--- config.mk ---
export PLATFORM = sky130hd
export DESIGN_NAME = mem_lsu
export DESIGN_NICKNAME = d
export VERILOG_FILES = /design/src/rtl/mem_lsu.sv
export SDC_FILE = /design/constraint.sdc
export NUM_CORES = 1
export LEC_CHECK = 0
export BUFFER_PORTS_ARGS = -buffer_cell sky130_fd_sc_hd__buf_2
export CAP_MARGIN = 5
export CELL_PAD_IN_SITES_DETAIL_PLACEMENT = 1
export CELL_PAD_IN_SITES_GLOBAL_PLACEMENT = 2
export CORE_ASPECT_RATIO = 2
export CORE_MARGIN = 4
export CORE_UTILIZATION = 34
export CTS_BUF_LIST = sky130_fd_sc_hd__clkbuf_8
export DETAILED_ROUTE_END_ITERATION = 10
export PLACE_DENSITY = 0.95
export SLEW_MARGIN = 20
export SYNTH_ARGS = -nofsm -noshare
export SYNTH_HDL_FRONTEND = slang
export SYNTH_SLANG_ARGS = --single-unit
--- constraint.sdc ---
create_clock -name clk -period 10 [get_ports clk]
set_clock_uncertainty 0.15 [all_clocks]
set_input_delay 2.5 -clock clk [delete_from_list [all_inputs] [get_ports clk]]
set_output_delay 2.5 -clock clk [all_outputs]
set_load 0.02 [all_outputs]
--- src/rtl/mem_lsu.sv ---
// Multi-cycle load/store unit: one operation at a time over valid/ready, variable-latency
// data bus with ack/err/timeout, registered writeback result, LL/SC link and flush handling.
module mem_lsu #(
    parameter int unsigned ADDR_W     = 32,
    parameter int unsigned TIMEOUT    = 255,
    parameter bit          BIG_ENDIAN = 1'b1
) (
    input  logic              clk,
    input  logic              rst,
    input  logic              in_valid,
    output logic              in_ready,
    input  logic [3:0]        in_op,
    input  logic [ADDR_W-1:0] in_addr,
    input  logic [31:0]       in_sdata,
    input  logic [4:0]        in_wd,
    input  logic              in_wreg,
    input  logic [31:0]       in_wdata,
    input  logic              flush,
    output logic              out_valid,
    output logic [4:0]        out_wd,
    output logic              out_wreg,
    output logic [31:0]       out_wdata,
    output logic [1:0]        out_exc,
    output logic [ADDR_W-1:0] out_badaddr,
    output logic              bus_req,
    output logic              bus_we,
    output logic [ADDR_W-1:0] bus_addr,
    output logic [3:0]        bus_sel,
    output logic [31:0]       bus_wdata,
    input  logic [31:0]       bus_rdata,
    input  logic              bus_ack,
    input  logic              bus_err
);

    typedef enum logic [1:0] {
        S_IDLE,
        S_BUS,
        S_RESP
    } state_e;

    typedef enum logic [3:0] {
        OP_NONE = 4'd0,
        OP_LB   = 4'd1,
        OP_LBU  = 4'd2,
        OP_LH   = 4'd3,
        OP_LHU  = 4'd4,
        OP_LW   = 4'd5,
        OP_SB   = 4'd6,
        OP_SH   = 4'd7,
        OP_SW   = 4'd8,
        OP_LL   = 4'd9,
        OP_SC   = 4'd10
    } op_e;

    localparam logic [1:0] EXC_NONE  = 2'd0;
    localparam logic [1:0] EXC_LOAD  = 2'd1;
    localparam logic [1:0] EXC_STORE = 2'd2;
    localparam logic [1:0] EXC_BUS   = 2'd3;

    state_e            state_q, state_d;
    op_e               op_q, op_d;
    logic [ADDR_W-1:0] addr_q, addr_d;
    logic [3:0]        sel_q, sel_d;
    logic              we_q, we_d;
    logic [31:0]       bwdata_q, bwdata_d;
    logic [4:0]        res_wd_q, res_wd_d;
    logic              res_wreg_q, res_wreg_d;
    logic [31:0]       res_wdata_q, res_wdata_d;
    logic [1:0]        res_exc_q, res_exc_d;
    logic [ADDR_W-1:0] badaddr_q, badaddr_d;
    logic              link_valid_q, link_valid_d;
    logic [ADDR_W-3:0] link_addr_q, link_addr_d;
    logic [31:0]       tmo_q, tmo_d;
    logic              flushed_q, flushed_d;

    op_e         op_in;
    logic        accept;
    logic        misaligned;
    logic        is_store_in;
    logic [1:0]  in_lane;
    logic        in_half_hi;
    logic [3:0]  sel_in;
    logic [31:0] bwdata_in;
    logic [1:0]  lane_q;
    logic        half_hi_q;
    logic [7:0]  ld_byte;
    logic [15:0] ld_half;
    logic [31:0] ld_data;
    logic [31:0] tmo_next;
    logic        tmo_hit;
    logic        keep_result;
    logic        done;

    // Lane mapping: big-endian puts address offset 0 on the most significant byte lane.
    assign in_lane    = BIG_ENDIAN ? ~in_addr[1:0] : in_addr[1:0];
    assign in_half_hi = BIG_ENDIAN ? ~in_addr[1]   : in_addr[1];
    assign lane_q     = BIG_ENDIAN ? ~addr_q[1:0]  : addr_q[1:0];
    assign half_hi_q  = BIG_ENDIAN ? ~addr_q[1]    : addr_q[1];

    assign accept = in_valid && (state_q == S_IDLE) && !flush;

    always_comb begin
        op_in       = (in_op <= 4'd10) ? op_e'(in_op) : OP_NONE;
        misaligned  = 1'b0;
        is_store_in = 1'b0;
        sel_in      = '0;
        bwdata_in   = in_sdata;
        case (op_in)
            OP_LB, OP_LBU: sel_in = 4'b0001 << in_lane;
            OP_SB: begin
                sel_in      = 4'b0001 << in_lane;
                bwdata_in   = {4{in_sdata[7:0]}};
                is_store_in = 1'b1;
            end
            OP_LH, OP_LHU: begin
                sel_in     = in_half_hi ? 4'b1100 : 4'b0011;
                misaligned = in_addr[0];
            end
            OP_SH: begin
                sel_in      = in_half_hi ? 4'b1100 : 4'b0011;
                bwdata_in   = {2{in_sdata[15:0]}};
                misaligned  = in_addr[0];
                is_store_in = 1'b1;
            end
            OP_LW, OP_LL: begin
                sel_in     = 4'b1111;
                misaligned = |in_addr[1:0];
            end
            OP_SW, OP_SC: begin
                sel_in      = 4'b1111;
                misaligned  = |in_addr[1:0];
                is_store_in = 1'b1;
            end
            default: ;
        endcase
    end

    always_comb begin
        ld_byte = bus_rdata[{lane_q, 3'b000} +: 8];
        ld_half = half_hi_q ? bus_rdata[31:16] : bus_rdata[15:0];
        case (op_q)
            OP_LB:   ld_data = {{24{ld_byte[7]}}, ld_byte};
            OP_LBU:  ld_data = {24'd0, ld_byte};
            OP_LH:   ld_data = {{16{ld_half[15]}}, ld_half};
            OP_LHU:  ld_data = {16'd0, ld_half};
            default: ld_data = bus_rdata;
        endcase
    end

    assign tmo_next    = tmo_q + 32'd1;
    assign tmo_hit     = (TIMEOUT != 0) && (tmo_next == TIMEOUT);
    assign keep_result = !(flushed_q || flush);

    always_comb begin
        state_d      = state_q;
        op_d         = op_q;
        addr_d       = addr_q;
        sel_d        = sel_q;
        we_d         = we_q;
        bwdata_d     = bwdata_q;
        res_wd_d     = res_wd_q;
        res_wreg_d   = res_wreg_q;
        res_wdata_d  = res_wdata_q;
        res_exc_d    = res_exc_q;
        badaddr_d    = badaddr_q;
        link_valid_d = link_valid_q;
        link_addr_d  = link_addr_q;
        tmo_d        = tmo_q;
        flushed_d    = flushed_q;
        done         = 1'b0;

        case (state_q)
            S_IDLE: begin
                tmo_d     = '0;
                flushed_d = 1'b0;
                if (accept) begin
                    op_d       = op_in;
                    addr_d     = in_addr;
                    sel_d      = sel_in;
                    we_d       = is_store_in;
                    bwdata_d   = bwdata_in;
                    res_wd_d   = in_wd;
                    res_wreg_d = in_wreg;
                    res_exc_d  = EXC_NONE;
                    if (op_in == OP_NONE) begin
                        res_wdata_d = in_wdata;
                        state_d     = S_RESP;
                    end else if (misaligned) begin
                        res_exc_d  = is_store_in ? EXC_STORE : EXC_LOAD;
                        badaddr_d  = in_addr;
                        res_wreg_d = 1'b0;
                        state_d    = S_RESP;
                    end else if (op_in == OP_SC &&
                                 !(link_valid_q && link_addr_q == in_addr[ADDR_W-1:2])) begin
                        res_wdata_d  = '0;
                        link_valid_d = 1'b0;
                        state_d      = S_RESP;
                    end else begin
                        state_d = S_BUS;
                    end
                end
            end

            S_BUS: begin
                tmo_d = tmo_next;
                if (flush) flushed_d = 1'b1;
                // err beats ack; an ack arriving on the timeout cycle still completes normally
                if (bus_err || (!bus_ack && tmo_hit)) begin
                    done       = 1'b1;
                    res_exc_d  = EXC_BUS;
                    badaddr_d  = addr_q;
                    res_wreg_d = 1'b0;
                    if (op_q == OP_SC) link_valid_d = 1'b0;
                end else if (bus_ack) begin
                    done = 1'b1;
                    if (!we_q) res_wdata_d = ld_data;
                    if (op_q == OP_SC) begin
                        res_wdata_d  = 32'd1;
                        link_valid_d = 1'b0;
                    end
                    if (op_q == OP_LL && keep_result) begin
                        link_valid_d = 1'b1;
                        link_addr_d  = addr_q[ADDR_W-1:2];
                    end
                    if ((op_q == OP_SB || op_q == OP_SH || op_q == OP_SW) &&
                        addr_q[ADDR_W-1:2] == link_addr_q)
                        link_valid_d = 1'b0;
                end
                // A flushed transfer finishes on the bus but retires silently
                if (done) state_d = keep_result ? S_RESP : S_IDLE;
            end

            S_RESP: state_d = S_IDLE;

            default: state_d = S_IDLE;
        endcase

        if (flush) link_valid_d = 1'b0;
    end

    always_ff @(posedge clk) begin
        if (rst) begin
            state_q      <= S_IDLE;
            op_q         <= OP_NONE;
            addr_q       <= '0;
            sel_q        <= '0;
            we_q         <= 1'b0;
            bwdata_q     <= '0;
            res_wd_q     <= '0;
            res_wreg_q   <= 1'b0;
            res_wdata_q  <= '0;
            res_exc_q    <= '0;
            badaddr_q    <= '0;
            link_valid_q <= 1'b0;
            link_addr_q  <= '0;
            tmo_q        <= '0;
            flushed_q    <= 1'b0;
        end else begin
            state_q      <= state_d;
            op_q         <= op_d;
            addr_q       <= addr_d;
            sel_q        <= sel_d;
            we_q         <= we_d;
            bwdata_q     <= bwdata_d;
            res_wd_q     <= res_wd_d;
            res_wreg_q   <= res_wreg_d;
            res_wdata_q  <= res_wdata_d;
            res_exc_q    <= res_exc_d;
            badaddr_q    <= badaddr_d;
            link_valid_q <= link_valid_d;
            link_addr_q  <= link_addr_d;
            tmo_q        <= tmo_d;
            flushed_q    <= flushed_d;
        end
    end

    assign in_ready    = (state_q == S_IDLE);
    assign out_valid   = (state_q == S_RESP) && !flush;
    assign out_wd      = res_wd_q;
    assign out_wreg    = res_wreg_q;
    assign out_wdata   = res_wdata_q;
    assign out_exc     = res_exc_q;
    assign out_badaddr = badaddr_q;
    assign bus_req     = (state_q == S_BUS);
    assign bus_we      = we_q;
    assign bus_addr    = {addr_q[ADDR_W-1:2], 2'b00};
    assign bus_sel     = sel_q;
    assign bus_wdata   = bwdata_q;

endmodule

==> results of run 1 <==
-- how the worst max path moves through the flow --
| stage | slack (ns) | end | cells after the start | start |
|---|---|---|---|---|
| floorplan | 4.39 | out_valid | 1 | flush |
| global placement | 4.32 | out_valid | 3 | flush |
| CTS | 4.34 | out_valid | 3 | flush |
| finish | 4.34 | out_valid | 3 | flush |
| global route | 4.29 | out_valid | 3 | flush |
| detailed placement | 4.34 | out_valid | 3 | flush |
-- registers in the layout, summed over array words and instances, names as in the netlist --
register,flops
out_exc,2
state_q,2
out_badaddr,32
bus_we,1
out_wdata,32
out_wreg,1
out_wd,5
addr_q,32
op_q,4
link_valid_q,1
tmo_q,32
link_addr_q,30
bus_wdata,32
flushed_q,1
bus_sel,4
-- kinds of logic (layout without fill, tap and decap cells) --
group           count (synthesis)  in the layout  share of synthesized area (%)
buf+inv                       165            368                           7.18
compound gates                393            393                           23.5
mux                            51             51                           4.57
other cells                     1              7                         0.0330
fa+ha+maj                       2              2                          0.220
simple gates                  552            552                           22.1
xor+xnor                       68             68                           5.24
flops                         211            211                           37.2
-- per-layer routing --
metal	track usage [%]	vias to the layer above
met4	9.88	2
met2	44.3	305
met5	0	-
met1	23.2	5722
li1	-	5481
met3	3.96	101
-- worst max-delay path: stages --
cell and delay, ns:
buf_2 0.15, nor3_1 0.15, buf_2 0.20
-- power breakdown --
part / total (W) / internal, W / switching, W
Sequential: 0.000907 / 0.000877 / 0.0000302
Combinational: 0.000324 / 0.000118 / 0.000206
Clock: 0.000820 / 0.000442 / 0.000379
Total: 0.00205 / 0.00144 / 0.000615
-- cells in the mapped netlist, types with 10 or more instances --
| library cell | count | area (um^2) |
|---|---|---|
| buf_4 | 39 | 293 |
| a21oi_1 | 152 | 761 |
| a211oi_1 | 51 | 383 |
| inv_1 | 11 | 41.3 |
| nand4_1 | 28 | 175 |
| buf_2 | 15 | 75.1 |
| a2bb2oi_1 | 26 | 228 |
| dfxtp_1 | 211 | 4220 |
| o221a_1 | 27 | 304 |
| o211ai_1 | 10 | 75.1 |
| nor3_1 | 35 | 175 |
| xnor2_1 | 61 | 534 |
| mux2i_1 | 44 | 440 |
| buf_1 | 11 | 41.3 |
| a22oi_1 | 27 | 203 |
| nand3_1 | 22 | 110 |
| nand2_1 | 213 | 800 |
| o21ai_0 | 36 | 180 |
| nor2_1 | 173 | 649 |
| clkbuf_1 | 84 | 315 |
-- cell type report --
cell class / count / area [um^2] / share of cell area (%)
diodes: 5 / 12.5 / 0.0928
clock buffers: 43 / 592 / 4.39
clock inverters: 12 / 120 / 0.891
inverters: 11 / 41.3 / 0.306
multi-input cells: 1068 / 6370 / 47.2
flip-flops and latches: 211 / 4220 / 31.3
well taps: 432 / 541 / 4.01
repair buffers: 302 / 1580 / 11.7
-- through the flow --
stage                     util [%]  cell area (um^2)  instances  hold slack (ns)  total power (W)
after floorplan                  -             11400       1444            0.317          0.00112
after global placement        38.6             12700       2022            0.291          0.00124
after detailed placement      38.7             12700       2023            0.295          0.00125
after CTS                     40.8             13400       2078            0.304          0.00208
after global routing          40.9             13500       2083            0.322          0.00214
final                         40.9             13500       2084            0.303          0.00205
==> results.md, run 1 <==
* Status: finished clean
* Async S/R FF share, synth at 0%
* DRC Markers at 0
* Via count at 11.6k
* CTS sink count at 211
* Die Width at 137 um
* Max layer used: met5
* Critical path arrival at 3.01 ns
* Post-DRT Antenna Nets at 0
* Reg2reg end: out_wdata[3]
* Slew Limit Headroom at 28.3%
* Fin Setup TNS at 0 ns
* Max Slew Vio Count at 0
* Setup bufs post-CTS at 0
* Vias in the first global route at 12.4k
* Area growth syn-to-layout at 18.6%
* Hold Path Sink: bus_wdata[2]
* Final setup vio count at 0
* Total Nets Final at 1775
* Cts bufs inserted at 35
* Initial antenna violation count at 5
* Synth Flop Type: dfxtp_1
* Row count at 94
* HPWL Detailed at 30400 um
* Hold Path Class: reg2reg
* Clk slew on worst S/H paths at 0.06 ns
* Fmax at 0.177 GHz
* Synth Instances at 1443
* Final wirelength at 42500 um
* Final WS setup at 4.34 ns
* DR pass1 iterations at 4
* Vias per Instance at 5.57
* Clk Tree Root Cell: clkbuf_8
* Power Density at 152 nW/um^2
* Core Region at 32900 um^2
* Max-cap check violation count at 0
* Critical R2R Launch: tmo_q[0]
* First-pass GRT wire length at 67300 um
* Max VDD drop at 0.0000883 V
* Number of fill cells in the layout at 4141
* Crit-path max FO at 6
* Routed wl met3 at 1960 um
* CTS max path bufs at 3
* Cts repair resizes at 0
* CP Launch Type: primary input
* CTS tree: yes
* All-layer global routing usage at 22.8%
* Most common cell after layout, fill and taps aside: buf_2
* Crit path kind: in2out
* Layout cells sized above 1 at 23.4%
* Hold Path Origin: bus_wdata[2]
* Synth cell types at 68
* Final Hold Fails at 0
* Clock latency on the worst-skew pair at 0.57 ns
* Routed len/inst at 20.4 um
* Place WS at 4.34 ns
* Tmin final at 5.66 ns
* Final period util at 56.6%
* Synthesized area at 11400 um^2
* Slew @ Worst Pin at 1.08 ns
* Leakage at 5.19 nW
* GPL Wtd Cong at 0.855
* Hold buffers post-CTS at 0
* Hold Crit Depth at 2
* Chip Height at 267 um
* Boundary Pins at 288
* Mean Syn Cell Area at 7.88 um^2
* Detailed Route Iter0 Violations at 376
* Starting Density at 34.5%
* Number of synthesized flops with an enable pin at 0
* Largest net degree at the start of global routing at 133
* Commonest non-fill, non-tap cells in the layout: buf_2 (284), nand2_1 (212), dfxtp_1 (211)
* R2R setup slack at 5.81 ns
* Total grt overflow at 0
* Critical path required time at 7.35 ns
* Post-synthesis sequential area ratio at 37.2%
* DIE AREA at 36600 um^2
* Met2 WL at 23500 um
* FF+latch count, synth at 211
* H-tree depth at 2
* DRT met1 WL at 15100 um
* CP endpoint kind: primary output
* PortBufs at 285
* Syn. warnings at 0
* Unrepaired setup endpoints after global routing: no
* Reg2reg path depth at 10
Power figures use the tool's default switching activity.
==> inputs of run 2 (changes only) <==
--- a/config.mk
+++ b/config.mk
@@ -11,10 +11,10 @@
 export CELL_PAD_IN_SITES_GLOBAL_PLACEMENT = 2
 export CORE_ASPECT_RATIO = 2
 export CORE_MARGIN = 4
-export CORE_UTILIZATION = 34
+export CORE_UTILIZATION = 28
 export CTS_BUF_LIST = sky130_fd_sc_hd__clkbuf_8
 export DETAILED_ROUTE_END_ITERATION = 10
-export PLACE_DENSITY = 0.95
+export PLACE_DENSITY = 0.85
 export SLEW_MARGIN = 20
 export SYNTH_ARGS = -nofsm -noshare
 export SYNTH_HDL_FRONTEND = slang
==> constraint.sdc (replaced) <==
create_clock -name clk -period 4.65 [get_ports clk]
set_clock_uncertainty 0.15 [all_clocks]
set_input_delay 1.1625 -clock clk [delete_from_list [all_inputs] [get_ports clk]]
set_output_delay 1.1625 -clock clk [all_outputs]
set_load 0.02 [all_outputs]
==> run 2 against run 1 <==
Compared with the run above:
- global-route usage is 2.9 points lower
- utilization is 6.8 points lower
- sequential power is 110% higher
- critical endpoint is now out_wdata[31]
- routed wire length is 6.2% higher
- clock power is 110% higher
==> results.md, run 2 (synthesis results as in run 1) <==
* Status: finished clean
* Area growth syn-to-layout at 20.8%
* H-tree depth at 2 (unchanged)
* CP endpoint kind: flip-flop
* Total grt overflow at 0 (unchanged)
* Fin area at 13700 um^2 (+1.8%)
* Vias in the first global route at 12.2k (-1.5%)
* Total Nets Final at 1786 (+0.62%)
* GPL Wtd Cong at 0.849 (-0.71%)
* Final setup vio count at 0 (unchanged)
* Max-cap check violation count at 0 (unchanged)
* Max VDD drop at 0.000164 V (+85%)
* CTS tree: yes
* Cts bufs inserted at 36 (+2.9%)
* Hold Path Class: reg2reg
* Grt met1 use at 21.4% (-1.8 points)
* Unrepaired setup endpoints after global routing: no
* Detailed Route Iter0 Violations at 489 (+30%)
* Final period util at 78.5%
* Hold buffers post-CTS at 0 (unchanged)
* CTS max path bufs at 3 (unchanged)
* Leakage at 5.26 nW (+1.4%)
* Die Width at 150 um (+9.6%)
* Place WS at 0.757 ns (-3.58 ns)
* Crit-path max FO at 31 (+25)
* Crit path kind: reg2reg
* Core Region at 40200 um^2 (+22%)
* Fmax at 0.274 GHz
* Met3 Use GR at 2.82% (-1.1 points)
* Commonest non-fill, non-tap cells in the layout: buf_2 (284), nand2_1 (212), dfxtp_1 (211)
* Starting Density at 28.3% (-6.2 points)
* DIE AREA at 44100 um^2 (+20%)
* Critical path arrival at 3.96 ns (+0.95 ns)
* DRC Markers at 0 (unchanged)
* Fin Setup TNS at 0 ns (unchanged)
* Post-DRT Antenna Nets at 0 (unchanged)
* Power Density at 322 nW/um^2 (+110%)
* Critical path required time at 4.96 ns (-2.39 ns)
* Final WS setup at 0.999 ns (-3.34 ns)
* M2 GR Usage at 37.9% (-6.3 points)
* Cts repair resizes at 0 (unchanged)
* CTS sink count at 211 (unchanged)
* Clk slew on worst S/H paths at 0.07 ns (about the same)
* Most common cell after layout, fill and taps aside: buf_2
* Boundary Pins at 288 (unchanged)
* CP Launch Type: flip-flop
* Slew Limit Headroom at 43.5% (+15 points)
* Largest net degree at the start of global routing at 97 (-27%)
* Via count at 11.6k (+0.11%)
* PortBufs at 285 (unchanged)
* Vias per Instance at 5.28 (-5.3%)
* Layout cells sized above 1 at 24.0% (+0.60 points)
* Routed len/inst at 20.5 um (+0.47%)
* Setup bufs post-CTS at 0 (unchanged)
* Busiest layer in global routing: met2
* Clock latency on the worst-skew pair at 0.56 ns (about the same)
* Placement Cell Area at 13000 um^2 (+1.9%)
* All-layer global routing usage at 19.9% (-2.9 points)
* HPWL Detailed at 32800 um (+8.1%)
* Final Hold Fails at 0 (unchanged)
* Slew @ Worst Pin at 0.848 ns (-0.227 ns)
* Tmin final at 3.65 ns
* First-pass GRT wire length at 69400 um (+3.2%)
* Clk Tree Root Cell: clkbuf_8
* DR pass1 iterations at 5 (+1)
* Chip Height at 293 um (+9.9%)
* Final wirelength at 45100 um (+6.2%)
* Max Slew Vio Count at 0 (unchanged)
* Initial antenna violation count at 9 (+4)
* Row count at 104 (+11%)
run 2: changes by cell type in the layout (fill, tap and decap cells not counted), sizes merged:
cell and change:
clkinv +3, inv +2, clkinvlp +1, buf +10, clkbuf +3, bufinv -2
diode +4
run 2: area by class of cell:
class	instances	area [um^2]
Fill cell	4970	26500
Multi-Input combinational cell	1068	6370
Antenna cell	9	22.5
Tap cell	530	663
Clock buffer	46	633
Clock inverter	16	103
Timing Repair Buffer	312	1670
Inverter	11	41.3
Sequential cell	211	4220
run 2: worst max-delay path, cell delays in order (launching register included):
cell and delay, ns:
dfxtp_1 0.44, ha_1 0.35, nand4_1 0.23, nor4_2 0.30, mux2i_1 0.12, or4_4 0.55, nor4b_4 0.54, a31o_2 0.29
nor2_2 0.05, buf_4 0.23, a211oi_1 0.28
run 2: stage by stage:
stage	power, W	instances	hold slack [ns]	util [%]
6_report	0.00441	2203	0.301	34.1
3_5_place_dp	0.00271	2132	0.293	32.3
4_1_cts	0.00450	2194	0.303	34.1
2_1_floorplan	0.00242	1444	0.317	-
5_1_grt	0.00463	2202	0.325	34.1
3_3_place_gp	0.00270	2132	0.291	32.3
run 2: metal layers:
metal	vias up	routed length, um
met3	90	1930
met2	292	24800
met4	0	1770
li1	5511	-
met1	5731	16600
met5	-	0
run 2: final timing paths:
check / start / slack [ns] / cells after the start / endpoint
hold / removal: bus_wdata[24] / 0.30 / 2 / bus_wdata[24]
setup reg to reg: tmo_q[0] / 1.0 / 10 / out_wdata[31]
setup / recovery: tmo_q[0] / 1.0 / 10 / out_wdata[31]
hold reg to reg: bus_wdata[24] / 0.30 / 2 / bus_wdata[24]
run 2: where the power goes:
group / switching, W / leakage (nW) / internal (W)
Sequential: 0.0000653 / 1.72 / 0.00189
Combinational: 0.000457 / 3.14 / 0.000258
Clock: 0.000846 / 0.402 / 0.000903
Total: 0.00137 / 5.26 / 0.00305
